===== src/rtl/saida_bcd_seq_if.sv =====
`default_nettype none
// ============================================================================
// Module   : saida_bcd_seq_if
// Brief    : Datapath-to-display bundle for the BCD output stage.
// Revision : 1.0 - initial release
// ============================================================================
interface saida_bcd_seq_if #(
  parameter int DATA_W = 32,
  parameter int DIGITS = 4,
  parameter int LED_W  = 14
);
  logic [DATA_W-1:0]   ValorSaida;
  logic                EnableOut;
  logic                halt;
  logic [7*DIGITS-1:0] Segs;
  logic [LED_W-1:0]    Led;
  logic                Busy;
  logic                Overflow;

  modport master (
    output ValorSaida, EnableOut, halt,
    input  Segs, Led, Busy, Overflow
  );

  modport slave (
    input  ValorSaida, EnableOut, halt,
    output Segs, Led, Busy, Overflow
  );
endinterface
`default_nettype wire


===== src/rtl/saida_bcd_seq.sv =====
`default_nettype none
// ============================================================================
// Module   : saida_bcd_seq
// Brief    : Output stage with serial double-dabble BCD conversion driving a
//            7-segment bank and LED mirror, with one-deep pending buffer.
// Revision : 1.0 - initial release
// ============================================================================
module saida_bcd_seq #(
  parameter int DATA_W         = 32,
  parameter int DIGITS         = 4,
  parameter int LED_W          = 14,
  parameter bit SEG_ACTIVE_LOW = 1'b1,
  parameter bit LZB            = 1'b1
) (
  input  wire logic      Clock,
  input  wire logic      Reset,
  saida_bcd_seq_if.slave bus
);

  localparam int BCD_W = 4 * DIGITS;
  localparam int CNT_W = (DATA_W > 1) ? $clog2(DATA_W) : 1;

  localparam logic [6:0] c_SEG_BLANK = 7'b1111111;
  localparam logic [6:0] c_SEG_DASH  = 7'b0111111;
  localparam logic [6:0] c_DASH_OUT  = SEG_ACTIVE_LOW ? c_SEG_DASH  : ~c_SEG_DASH;
  localparam logic [6:0] c_BLANK_OUT = SEG_ACTIVE_LOW ? c_SEG_BLANK : ~c_SEG_BLANK;

  typedef enum logic [1:0] {
    IDLE   = 2'd0,
    CONV   = 2'd1,
    COMMIT = 2'd2
  } state_t;

  // Active-low {g,f,e,d,c,b,a} code, then flipped for common-cathode boards
  function automatic logic [6:0] segOut(input logic [3:0] digit);
    logic [6:0] code;
    case (digit)
      4'd0:    code = 7'b1000000;
      4'd1:    code = 7'b1111001;
      4'd2:    code = 7'b0100100;
      4'd3:    code = 7'b0110000;
      4'd4:    code = 7'b0011001;
      4'd5:    code = 7'b0010010;
      4'd6:    code = 7'b0000010;
      4'd7:    code = 7'b1111000;
      4'd8:    code = 7'b0000000;
      4'd9:    code = 7'b0010000;
      default: code = c_SEG_DASH;
    endcase
    return SEG_ACTIVE_LOW ? code : ~code;
  endfunction

  state_t              r_state;
  state_t              w_nextState;
  logic [DATA_W-1:0]   r_shift;
  logic [BCD_W-1:0]    r_bcd;
  logic [BCD_W-1:0]    w_adj;
  logic                r_ovf;
  logic [CNT_W-1:0]    r_cnt;
  logic [DATA_W-1:0]   r_pend;
  logic                r_pendValid;
  logic                r_loadPend;
  logic [7*DIGITS-1:0] r_segs;
  logic [7*DIGITS-1:0] w_commitSegs;
  logic [LED_W-2:0]    r_ledMirror;
  logic                r_haltLed;
  logic                r_overflow;

  logic w_write;
  logic w_busy;
  logic w_capture;
  logic w_loadFromPend;
  logic w_step;
  logic w_commit;
  logic w_armPend;

  assign w_write = bus.EnableOut & ~bus.halt;
  assign w_busy  = (r_state != IDLE);

  always_ff @(posedge Clock) begin : p_state
    if (Reset) begin
      r_state <= IDLE;
    end else begin
      r_state <= w_nextState;
    end
  end

  // A COMMIT with work queued returns to CONV with a load cycle first, so
  // the queued value is consumed one edge after the display update.
  always_comb begin : p_fsm
    w_nextState    = r_state;
    w_capture      = 1'b0;
    w_loadFromPend = 1'b0;
    w_step         = 1'b0;
    w_commit       = 1'b0;
    w_armPend      = 1'b0;
    case (r_state)
      IDLE: begin
        if (w_write) begin
          w_capture   = 1'b1;
          w_nextState = CONV;
        end
      end
      CONV: begin
        if (r_loadPend) begin
          w_loadFromPend = 1'b1;
        end else begin
          w_step = 1'b1;
          if (r_cnt == '0) begin
            w_nextState = COMMIT;
          end
        end
      end
      COMMIT: begin
        w_commit    = 1'b1;
        w_armPend   = r_pendValid | w_write;
        w_nextState = w_armPend ? CONV : IDLE;
      end
      default: w_nextState = IDLE;
    endcase
  end

  always_comb begin : p_adjust
    w_adj = r_bcd;
    for (int i = 0; i < DIGITS; i++) begin
      if (r_bcd[4*i +: 4] >= 4'd5) begin
        w_adj[4*i +: 4] = r_bcd[4*i +: 4] + 4'd3;
      end
    end
  end

  // Scan from the most significant digit; blanking stops at the first nonzero
  always_comb begin : p_display
    logic lead;
    lead         = LZB;
    w_commitSegs = '0;
    for (int i = DIGITS - 1; i >= 0; i--) begin
      if (r_bcd[4*i +: 4] != 4'd0) begin
        lead = 1'b0;
      end
      if (r_ovf) begin
        w_commitSegs[7*i +: 7] = c_DASH_OUT;
      end else if (lead && (i != 0)) begin
        w_commitSegs[7*i +: 7] = c_BLANK_OUT;
      end else begin
        w_commitSegs[7*i +: 7] = segOut(r_bcd[4*i +: 4]);
      end
    end
  end

  always_ff @(posedge Clock) begin : p_datapath
    if (Reset) begin
      r_shift     <= '0;
      r_bcd       <= '0;
      r_ovf       <= 1'b0;
      r_cnt       <= '0;
      r_pend      <= '0;
      r_pendValid <= 1'b0;
      r_loadPend  <= 1'b0;
      r_segs      <= {DIGITS{c_DASH_OUT}};
      r_ledMirror <= '0;
      r_haltLed   <= 1'b0;
      r_overflow  <= 1'b0;
    end else begin
      r_haltLed <= bus.halt;

      if (w_write) begin
        r_ledMirror <= bus.ValorSaida[LED_W-2:0];
      end

      // A write landing on the same edge as the pending load survives it
      if (w_loadFromPend) begin
        r_pendValid <= 1'b0;
      end
      if (w_write && w_busy) begin
        r_pend      <= bus.ValorSaida;
        r_pendValid <= 1'b1;
      end

      if (w_capture) begin
        r_shift <= bus.ValorSaida;
        r_bcd   <= '0;
        r_ovf   <= 1'b0;
        r_cnt   <= CNT_W'(DATA_W - 1);
      end

      if (w_loadFromPend) begin
        r_shift    <= r_pend;
        r_bcd      <= '0;
        r_ovf      <= 1'b0;
        r_cnt      <= CNT_W'(DATA_W - 1);
        r_loadPend <= 1'b0;
      end

      if (w_step) begin
        r_bcd   <= {w_adj[BCD_W-2:0], r_shift[DATA_W-1]};
        r_shift <= {r_shift[DATA_W-2:0], 1'b0};
        r_ovf   <= r_ovf | w_adj[BCD_W-1];
        if (r_cnt != '0) begin
          r_cnt <= r_cnt - 1'b1;
        end
      end

      if (w_commit) begin
        r_overflow <= r_ovf;
        r_segs     <= w_commitSegs;
        r_loadPend <= w_armPend;
      end
    end
  end

  assign bus.Segs     = r_segs;
  assign bus.Led      = {r_haltLed, r_ledMirror};
  assign bus.Busy     = w_busy;
  assign bus.Overflow = r_overflow;

endmodule
`default_nettype wire


===== src/flat_wrapper.sv =====
// flat-port wrapper written by rule: the top's interface ports become plain ports
module saida_bcd_seq_flat 
#(
  parameter int DATA_W         = 32,
  parameter int DIGITS         = 4,
  parameter int LED_W          = 14,
  parameter bit SEG_ACTIVE_LOW = 1'b1,
  parameter bit LZB            = 1'b1
)
  (Clock, Reset, bus_ValorSaida, bus_EnableOut, bus_halt, bus_Segs, bus_Led, bus_Busy, bus_Overflow);
  saida_bcd_seq_if #(.DATA_W(DATA_W), .DIGITS(DIGITS), .LED_W(LED_W)) bus_i ();
  input  wire logic Clock;
  input  wire logic Reset;
  input wire logic [$bits(bus_i.ValorSaida)-1:0] bus_ValorSaida;
  input wire logic [$bits(bus_i.EnableOut)-1:0] bus_EnableOut;
  input wire logic [$bits(bus_i.halt)-1:0] bus_halt;
  output wire logic [$bits(bus_i.Segs)-1:0] bus_Segs;
  output wire logic [$bits(bus_i.Led)-1:0] bus_Led;
  output wire logic [$bits(bus_i.Busy)-1:0] bus_Busy;
  output wire logic [$bits(bus_i.Overflow)-1:0] bus_Overflow;
  assign bus_i.ValorSaida = bus_ValorSaida;
  assign bus_i.EnableOut = bus_EnableOut;
  assign bus_i.halt = bus_halt;
  assign bus_Segs = bus_i.Segs;
  assign bus_Led = bus_i.Led;
  assign bus_Busy = bus_i.Busy;
  assign bus_Overflow = bus_i.Overflow;
  saida_bcd_seq #(.DATA_W(DATA_W), .DIGITS(DIGITS), .LED_W(LED_W), .SEG_ACTIVE_LOW(SEG_ACTIVE_LOW), .LZB(LZB)) u_core (.Clock(Clock), .Reset(Reset), .bus(bus_i));
endmodule

===== config.mk =====
export PLATFORM = sky130hd
export DESIGN_NAME = saida_bcd_seq_flat
export DESIGN_NICKNAME = d
export VERILOG_FILES = /design/src/rtl/saida_bcd_seq_if.sv /design/src/rtl/saida_bcd_seq.sv /design/src/flat_wrapper.sv
export SDC_FILE = /design/constraint.sdc
export NUM_CORES = 1
export LEC_CHECK = 0
export ABC_AREA = 1
export CORE_ASPECT_RATIO = 0.6
export CORE_MARGIN = 2
export CORE_UTILIZATION = 45
export DETAILED_ROUTE_END_ITERATION = 8
export HOLD_SLACK_MARGIN = 0.12
export PLACE_DENSITY = 0.8
export SYNTH_ARGS = -nofsm -noshare
export SYNTH_HDL_FRONTEND = slang
export SYNTH_SLANG_ARGS = --single-unit

===== constraint.sdc =====
create_clock -name Clock -period 2 [get_ports Clock]
set_input_delay 0.5 -clock Clock [delete_from_list [all_inputs] [get_ports Clock]]
set_output_delay 0.5 -clock Clock [all_outputs]
set_load 0.05 [all_outputs]

==> impl_metrics.ini, run 1 <==
[yosys]
synth_top_cell_area_share_pct = 45.8
yosysUniqueCellTypes = 31
synth_top_cell_by_area = dfxtp_1
synth_area_leaders = dfxtp_1 (46%), nand2_1 (9.9%), o21ai_0 (7.9%), ha_1 (5.5%), a21oi_1 (4.0%)
synth_ff_type = dfxtp_1
synth_warnings = 0
synth_area_per_cell_sq_um = 7.77
ys_seq_elements = 161
synth_seq_area_share_pct = 45.8
synth_nets = 974
synthCells = 907
syn_area_sq_um = 7040
synth-async-reset-ratio_pct = 0
synth_edf_count = 0

[timing]
finalSetupTns_ns = -0.0187
setup_viol = 1
slew_viol_final = 0
min_period_ns = 2.02
maxSlewHeadroom_pct = 66.8
period_share_pct = 101
fin_ws_ns = -0.0187
tightest_slew_ns = 0.500
hold_viol = 0
fmax_ghz = 0.495
fin_hold_ws_ns = 0.437
final.setup_skew_ns = 0.00770

[cts]
cts_tree = built
cts-htree-levels = 4
clockBufferDepth = 2
cts-hold-fix-buffers = 0
clkTransAtPathRegs_ns = 0.06
cts_made_buffers = 17
cts-root-buf = clkbuf_16
clock_sinks = 161
worstSkewPairLatency_ns = 0.43

[place]
io_buffers = 79
place.detailed.hpwl_um = 11800
gp_congestion = 0.833
dp_cells = 1215
place_ws_ns = -0.520

[worst_setup_path]
cp-end-kind = register
cp-start-kind = register
path_class = register to register
regToRegSetupSlack_ns = -0.02
reg2reg_from = u_core.r_bcd[13]$_SDFFE_PP0N_
reg2reg_depth = 15
crit_fanout = 4
crit_required_ns = 2.32
arrival_ns = 2.34

[outcome]
status = complete, but fails checks
violations = negative setup slack

[finish]
fillers = 1302
drive_above_1_share_pct = 24.2
diodes = 0
final_common_cell = nand2_1
fin_cells = 1262
area_growth_pct = 31.6
nNetsFinal = 1113
final_cell_mix = nand2_1 (166), dfxtp_1 (153), buf_4 (115), o21ai_0 (106), nor2_1 (75)

[die]
placementRows = 35
start_util_pct = 46.0
chipHeight_um = 101
die_w_um = 166
top_level_ports = 80
die-area_sq_um = 16700
core_sq_um = 15300

[grt]
antenna_found_initial = 0
grt_pass1_wl_um = 29600
gr-total-overflow = 0
grt.total_usage_pct = 22.2
grt_pass1_vias = 6171
grt_max_degree = 49

[drt]
vias = 6728
dr.pass1.iters = 5
ant_nets = 0
drt_wl_total_um = 18700
drc = 0
wl_per_cell_um = 14.8
first_iter_violations = 644
viasPerCell = 5.33

[min_path]
hold_path_end = u_core.r_haltLed$_SDFF_PP0_
hp-class = primary input to register
hp-start = bus_halt
hold_depth = 4

[power]
p_leak_nw = 4.26
fin_total_pwr_w = 0.00837
power_density_nw_per_um2 = 903
irDropWorstVdd_uv = 568

[job]
cap_violations = 0
## kinds of logic after synthesis
logic type	share of synthesized area, %
AOI/OAI and AO/OA	18.5
xor gates and xnor gates	0.373
adders and majority gates	5.51
buffers and inverters	6.84
DFF	45.8
and+or+nand+nor	23.0
## cells in the mapped netlist (all sizes together) (8+ instances only)
cell,instances
nand4,8
inv,74
nand3,41
nor2,83
ha,31
a31oi,13
a21oi,59
buf,11
o21ai,114
nand2,207
a22oi,19
nand3b,16
o22ai,24
dfxtp,161
clkbuf,35
## worst max-delay path: stages, from the launching register on
cell and delay, ns:
dfxtp_1 0.34, inv_2 0.06, ha_2 0.17, inv_1 0.07, nand2_2 0.09, nand3_2 0.11
nand2_1 0.05, nand3_1 0.11, o21ai_1 0.10, nand2_1 0.11, inv_2 0.05, buf_4 0.13
ha_1 0.17, nand3b_1 0.18, nand3_1 0.11, nand2_1 0.06
## per-stage QoR
| step | area (sq um) | util [%] |
|---|---|---|
| floorplan | 7050 | - |
| global placement | 8380 | 54.7 |
| detailed placement | 8380 | 54.7 |
| CTS | 9030 | 58.9 |
| global route | 9270 | 60.5 |
| finish | 9270 | 60.5 |
## per-layer routing
metal / part of all wire (%) / routed length (um) / up-vias / GRT usage (%)
li1: - / - / 3313 / -
met1: 48 / 9020 / 3156 / 31.0
met2: 44 / 8300 / 235 / 34.2
met3: 5.8 / 1080 / 24 / 4.73
met4: 1.3 / 246 / 0 / 6.96
met5: 0 / 0 / - / 0
## report_power, final
part	internal [W]	switching, W	leakage, nW	total [W]
clock	0.00198	0.00133	0.293	0.00331
combinational	0.000561	0.000905	2.65	0.00147
sequential	0.00346	0.000136	1.31	0.00359
total	0.00600	0.00237	4.26	0.00837
## what timing repair did
action	CTS	global route
resized for setup	22	61
endpoints found under the hold margin	0	0
cloned	0	1
endpoints found under the setup margin	19	28
pin swaps	3	17
setup buffers	3	11
## how the worst max path moves through the flow
| stage | from | to | slack [ns] |
|---|---|---|---|
| floorplan | Reset | register | 0.02 |
| global placement | bus_halt | register | -0.45 |
| detailed placement | bus_halt | register | -0.52 |
| CTS | u_core.r_state[0]$_SDFFE_PP0P_ | register | 0.002 |
| global route | u_core.r_bcd[13]$_SDFFE_PP0N_ | register | -0.13 |
| finish | u_core.r_bcd[13]$_SDFFE_PP0N_ | register | -0.02 |
## final cells by class
class	count	area [sq um]	area share, %
timing repair buffer	165	1400	15.1
tap	203	254	2.74
inverter	74	285	3.08
clock buffer	22	484	5.22
multi-input combinational	627	3490	37.7
sequential	161	3230	34.9
clock inverter	10	124	1.34
Power figures use the tool's default switching activity.
==> run 2, diff against run 1 <==
CORE_MARGIN = unset   (was 2)
==> impl_metrics.ini, run 2 (synthesis gave the netlist of run 1 again) <==
[cts]
worstSkewPairLatency_ns = 0.42
cts-root-buf = clkbuf_16
cts-htree-levels = 4
clockBufferDepth = 2
cts_made_buffers = 17
clock_sinks = 161
cts-hold-fix-buffers = 0
cts_tree = built
clkTransAtPathRegs_ns = 0.07

[worst_setup_path]
reg2reg_from = u_core.r_bcd[9]$_SDFFE_PP0N_
arrival_ns = 2.26
crit_required_ns = 2.31
cp-end-kind = register
reg2reg_depth = 14
crit_fanout = 4
worstPathCellList = inv_4 > ha_4 > inv_1 > nand2_2 > nand3_4 > buf_6 > nor2_2 > o21ai_2 > nand2_2 > inv_4 > ha_1 > nand3b_1 > nand3_1 > nand2_1
regToRegSetupSlack_ns = 0.05
cpPeakStageDelay_ns = 0.34
path_buf_inv = 4
critPathTopFamily = simple AND/OR/NAND/NOR gates
slowest_stage = dfxtp_2
path_class = register to register
cp-start-kind = register

[finish]
diodes = 0
drive_above_1_share_pct = 23.3
final_common_cell = nand2_1
fin_util_pct = 62.6
final_cell_mix = nand2_1 (165), dfxtp_1 (154), o21ai_0 (106), buf_4 (101), nor2_1 (75)
area_growth_pct = 32.2
nNetsFinal = 1102
fin_cells = 1246

[place]
gp_congestion = 0.841
dp_cells = 1204
place.detailed.hpwl_um = 11800
io_buffers = 79

[timing]
final.setup_skew_ns = 0.00745
maxSlewHeadroom_pct = 67.3
hold_viol = 0
tightest_slew_ns = 0.492
slew_viol_final = 0
setup_viol = 0
finalSetupTns_ns = 0
period_share_pct = 97.4
min_period_ns = 1.95
fmax_ghz = 0.513
rsz0062_at_grt = yes

[power]
p_leak_nw = 4.27
power_density_nw_per_um2 = 925
irDropWorstVdd_uv = 528

[job]
cap_violations = 0

[die]
die_w_um = 164
die-area_sq_um = 16200
top_level_ports = 80
chipHeight_um = 98.9
core_sq_um = 14900
start_util_pct = 47.3
placementRows = 34

[outcome]
status = completed

[grt]
grt.total_usage_pct = 23.2
antenna_found_initial = 0
gr-total-overflow = 0
grt_pass1_wl_um = 30200
grt_max_degree = 50
grt_pass1_vias = 6251

[drt]
wl_per_cell_um = 15.0
dr.pass1.iters = 5
ant_nets = 0
first_iter_violations = 541
drc = 0
drt_wl_total_um = 18600
viasPerCell = 5.25
vias = 6539

[min_path]
hold_path_end = u_core.bus.Segs[11]$_SDFFE_PP1P_
hold_depth = 2
hp-class = register to register
-- run 2: worst max-delay path by stage --
stage / from / endpoint / slack (ns) / cells after the start
3_3_place_gp: bus_halt / register / -0.44 / 13
5_1_grt: bus_halt / register / -0.05 / 14
3_5_place_dp: bus_halt / register / -0.48 / 14
6_report: u_core.r_bcd[9]$_SDFFE_PP0N_ / register / 0.05 / 14
2_1_floorplan: Reset / register / 0.02 / 9
4_1_cts: u_core.r_bcd[4]$_SDFFE_PP0N_ / register / 0.0009 / 12
-- run 2: final cells by class --
cell class | count | area (sq um)
Fill cell | 1227 | 5580
Multi-Input combinational cell | 627 | 3560
Sequential cell | 161 | 3230
Timing Repair Buffer | 154 | 1330
Clock buffer | 21 | 460
Inverter | 74 | 288
Tap cell | 198 | 248
Clock inverter | 11 | 201
-- run 2: metrics by stage --
step | cell area [sq um] | power (W) | setup WS, ns | hold WS (ns)
after detailed placement | 8320 | 0.00498 | -0.480 | 0.431
after global routing | 9310 | 0.00897 | -0.0487 | 0.476
after floorplan | 7050 | 0.00449 | 0.0202 | 0.425
after CTS | 9000 | 0.00859 | 0.000884 | 0.446
after global placement | 8320 | 0.00495 | -0.442 | 0.426
final | 9310 | 0.00861 | 0.0519 | 0.447
-- run 2: timing repair --
| action | in CTS | in global routing |
|---|---|---|
| setup endpoints to repair | 18 | 28 |
| pin swaps | 1 | 18 |
| cloned | 0 | 1 |
| buffers inserted | 1 | 8 |
| gates resized for setup | 15 | 77 |
-- run 2: worst register-to-register path, delay by kind of cell (launching register included) --
kind / cells / cell delay, ns
DFF: 1 / 0.34
adders and majority gates: 2 / 0.32
AOI/OAI and AO/OA: 1 / 0.07
buffers and inverters: 4 / 0.33
and+or+nand+nor: 7 / 0.78
-- run 2: report_power, final --
part | internal, W | leakage, nW | total [W] | switching [W]
clock network | 0.00230 | 0.318 | 0.00362 | 0.00133
registers | 0.00346 | 1.31 | 0.00359 | 0.000134
logic | 0.000520 | 2.64 | 0.00140 | 0.000878
-- run 2: layer usage --
layer | part of all wire [%] | track usage [%] | wire, um | vias up
met5 | 0 | 0 | 0 | -
met4 | 0.99 | 5.56 | 185 | 0
met3 | 5.1 | 4.84 | 950 | 21
met2 | 45 | 35.8 | 8340 | 175
met1 | 49 | 32.9 | 9160 | 3065
li1 | - | - | - | 3278
==> RTL edit, RTL diff (config.mk and constraints of run 1) <==
`LZB` is set to 1'b1 in 2 places; all go to 1'b0.
--- a/src/rtl/saida_bcd_seq.sv
+++ b/src/rtl/saida_bcd_seq.sv
@@ -11,5 +11,5 @@
   parameter int LED_W          = 14,
   parameter bit SEG_ACTIVE_LOW = 1'b1,
-  parameter bit LZB            = 1'b1
+  parameter bit LZB            = 1'b0
 ) (
   input  wire logic      Clock,
--- a/src/flat_wrapper.sv
+++ b/src/flat_wrapper.sv
@@ -6,5 +6,5 @@
   parameter int LED_W          = 14,
   parameter bit SEG_ACTIVE_LOW = 1'b1,
-  parameter bit LZB            = 1'b1
+  parameter bit LZB            = 1'b0
 )
   (Clock, Reset, bus_ValorSaida, bus_EnableOut, bus_halt, bus_Segs, bus_Led, bus_Busy, bus_Overflow);
Check against the original RTL: no difference found for any inputs over 10 cycles, from zero or initial values and one cycle with Reset high; that may be too few to reach the edited logic, so the function may still have changed.
==> RTL edit against run 1 <==
The flow still finishes with violations (setup timing). Design area decreased by 0.99%. Worst setup slack got worse by 0.0053 ns. Global-route usage decreased by 0.56 points. Sequential cell count unchanged. Wire length increased by 0.17%. Sequential share of layout area increased by 0.36 points. Sequential power decreased by 3%. Non-clock buffer count decreased by 2. Clock skew increased by 0.0028 ns. Combinational power decreased by 31%. Synthesized area decreased by 1.4%. Power decreased by 8.6%. Core utilization decreased by 0.25 points.
==> RTL edit: results (changes against run 1) <==
initial antenna violation count=0 (unchanged); total wire length=18700 um (about the same); worst vdd ir=0.462 mV (was 0.568 mV); cell count of the worst reg-to-reg path=15 (unchanged); Layout fillers=1311 (was 1302); metal3 WL=1110 um (was 1080 um); Multi-In Gates=620 (was 627); Inverters, non-clock=67 (was 74); Fin Hold WS=0.445 ns (was 0.437 ns); final setup violation count=1 (unchanged); setup TNS=-0.0241 ns (was -0.0187 ns); DRT iter0 DRCs=490 (was 644); highest-delay cell along the critical path=dfxtp_2 (was dfxtp_1); grt met1 use=31.9% (was 31.0%); met2 Use GR=32.7% (was 34.2%); non-clk buf share=15.4% (was 15.1%); gr usage total=21.6% (was 22.2%); Post-Syn Area per Cell=7.75 um2 (was 7.77 um2); cell count after synthesis=896 (was 907); vias in the first global route=5962 (was 6171); Buffers excl. clock=163 (was 165); reg2reg start=u_core.r_bcd[9] (was u_core.r_bcd[13]); WL met2=8370 um (was 8300 um); met3 Usage GRT=4.38% (was 4.73%); pwr dens=833 nW/um2 (was 903 nW/um2); placed cell count=1200 (was 1215); Clock Skew=0.0105 ns (was 0.00770 ns); final worst slack=-0.0241 ns (was -0.0187 ns); synth top area cells=dfxtp_1 46%, nand2_1 10%, o21ai_0 7.9% (was dfxtp_1 46%, nand2_1 9.9%, o21ai_0 7.9%); share of cells above drive strength 1=22.4% (was 24.2%); DP HPWL=11800 um (about the same); fraction of area in multi-input gates=37.5% (was 37.7%); status=complete, but fails checks (unchanged); WHS Path Cells=2 (was 4); hold endpoint=u_core.bus.Segs[2] (was u_core.r_haltLed); synthesized net count=961 (was 974); pre-CTS setup slack=-0.557 ns (was -0.520 ns); clock-cell share of area=6.30% (was 6.56%); DRT met1 WL=9010 um (was 9020 um); Hold Crit Class=flop to flop (was input port to flop); detailed-route via count=6591 (was 6728); largest net degree at the start of global routing=77 (was 49); first-pass GRT wire length=29000 um (was 29600 um); Initial Util=45.6% (was 46.0%); Worst Tran Pin Value=0.508 ns (was 0.500 ns); Yosys cell types=35 (was 31); nets=1095 (was 1113); DR pass1 iterations=5 (unchanged); Max Fanout on Critical Path=3 (was 4); sequential share of the synthesized area=46.4% (was 45.8%); failing checks=setup timing (unchanged); area of placed instances=8310 um2 (was 8380 um2); WL/cell=15.0 um (was 14.8 um); top post-synthesis cells by count=187 x nand2_1, 161 x dfxtp_1, 110 x o21ai_0 (was 186 x nand2_1, 161 x dfxtp_1, 111 x o21ai_0); CP Data Arrival Time=2.37 ns (was 2.34 ns); register area=3230 um2 (about the same); clk_buf instances=18 (was 22); placer congestion estimate=0.868 (was 0.833); Leak Pwr=4.18 nW (was 4.26 nW)
## RTL edit: cell count changes in the layout (fill, tap and decap cells not counted), sizes merged, moves of 2 or more
cell         delta
nand2           -7
nand3           -4
nor2           +14
ha              -2
inv             -5
clkbuf          -4
buf            -10
clkinv          +4
a22oi           -3
a21oi           -8
a31oi           +4
dlygate4sd2     +8
## RTL edit: kinds of logic after synthesis
| group | synth area share, % |
|---|---|
| adders and majority gates | 5.22 |
| buffers and inverters | 6.79 |
| DFF | 46.4 |
| and+or+nand+nor | 22.8 |
| AOI/OAI and AO/OA | 18.6 |
| xor gates and xnor gates | 0.252 |
## RTL edit: report_power, final
group | internal (mW) | total (mW) | switching (mW)
clock network | 1.76 | 3.18 | 1.42
registers | 3.38 | 3.47 | 0.0901
logic | 0.383 | 1.01 | 0.624
## RTL edit: what timing repair did
action	4_1_cts	5_1_grt
buffers inserted	3	11
setup endpoints to repair	22	25
pin swaps	1	22
resized for setup	24	61
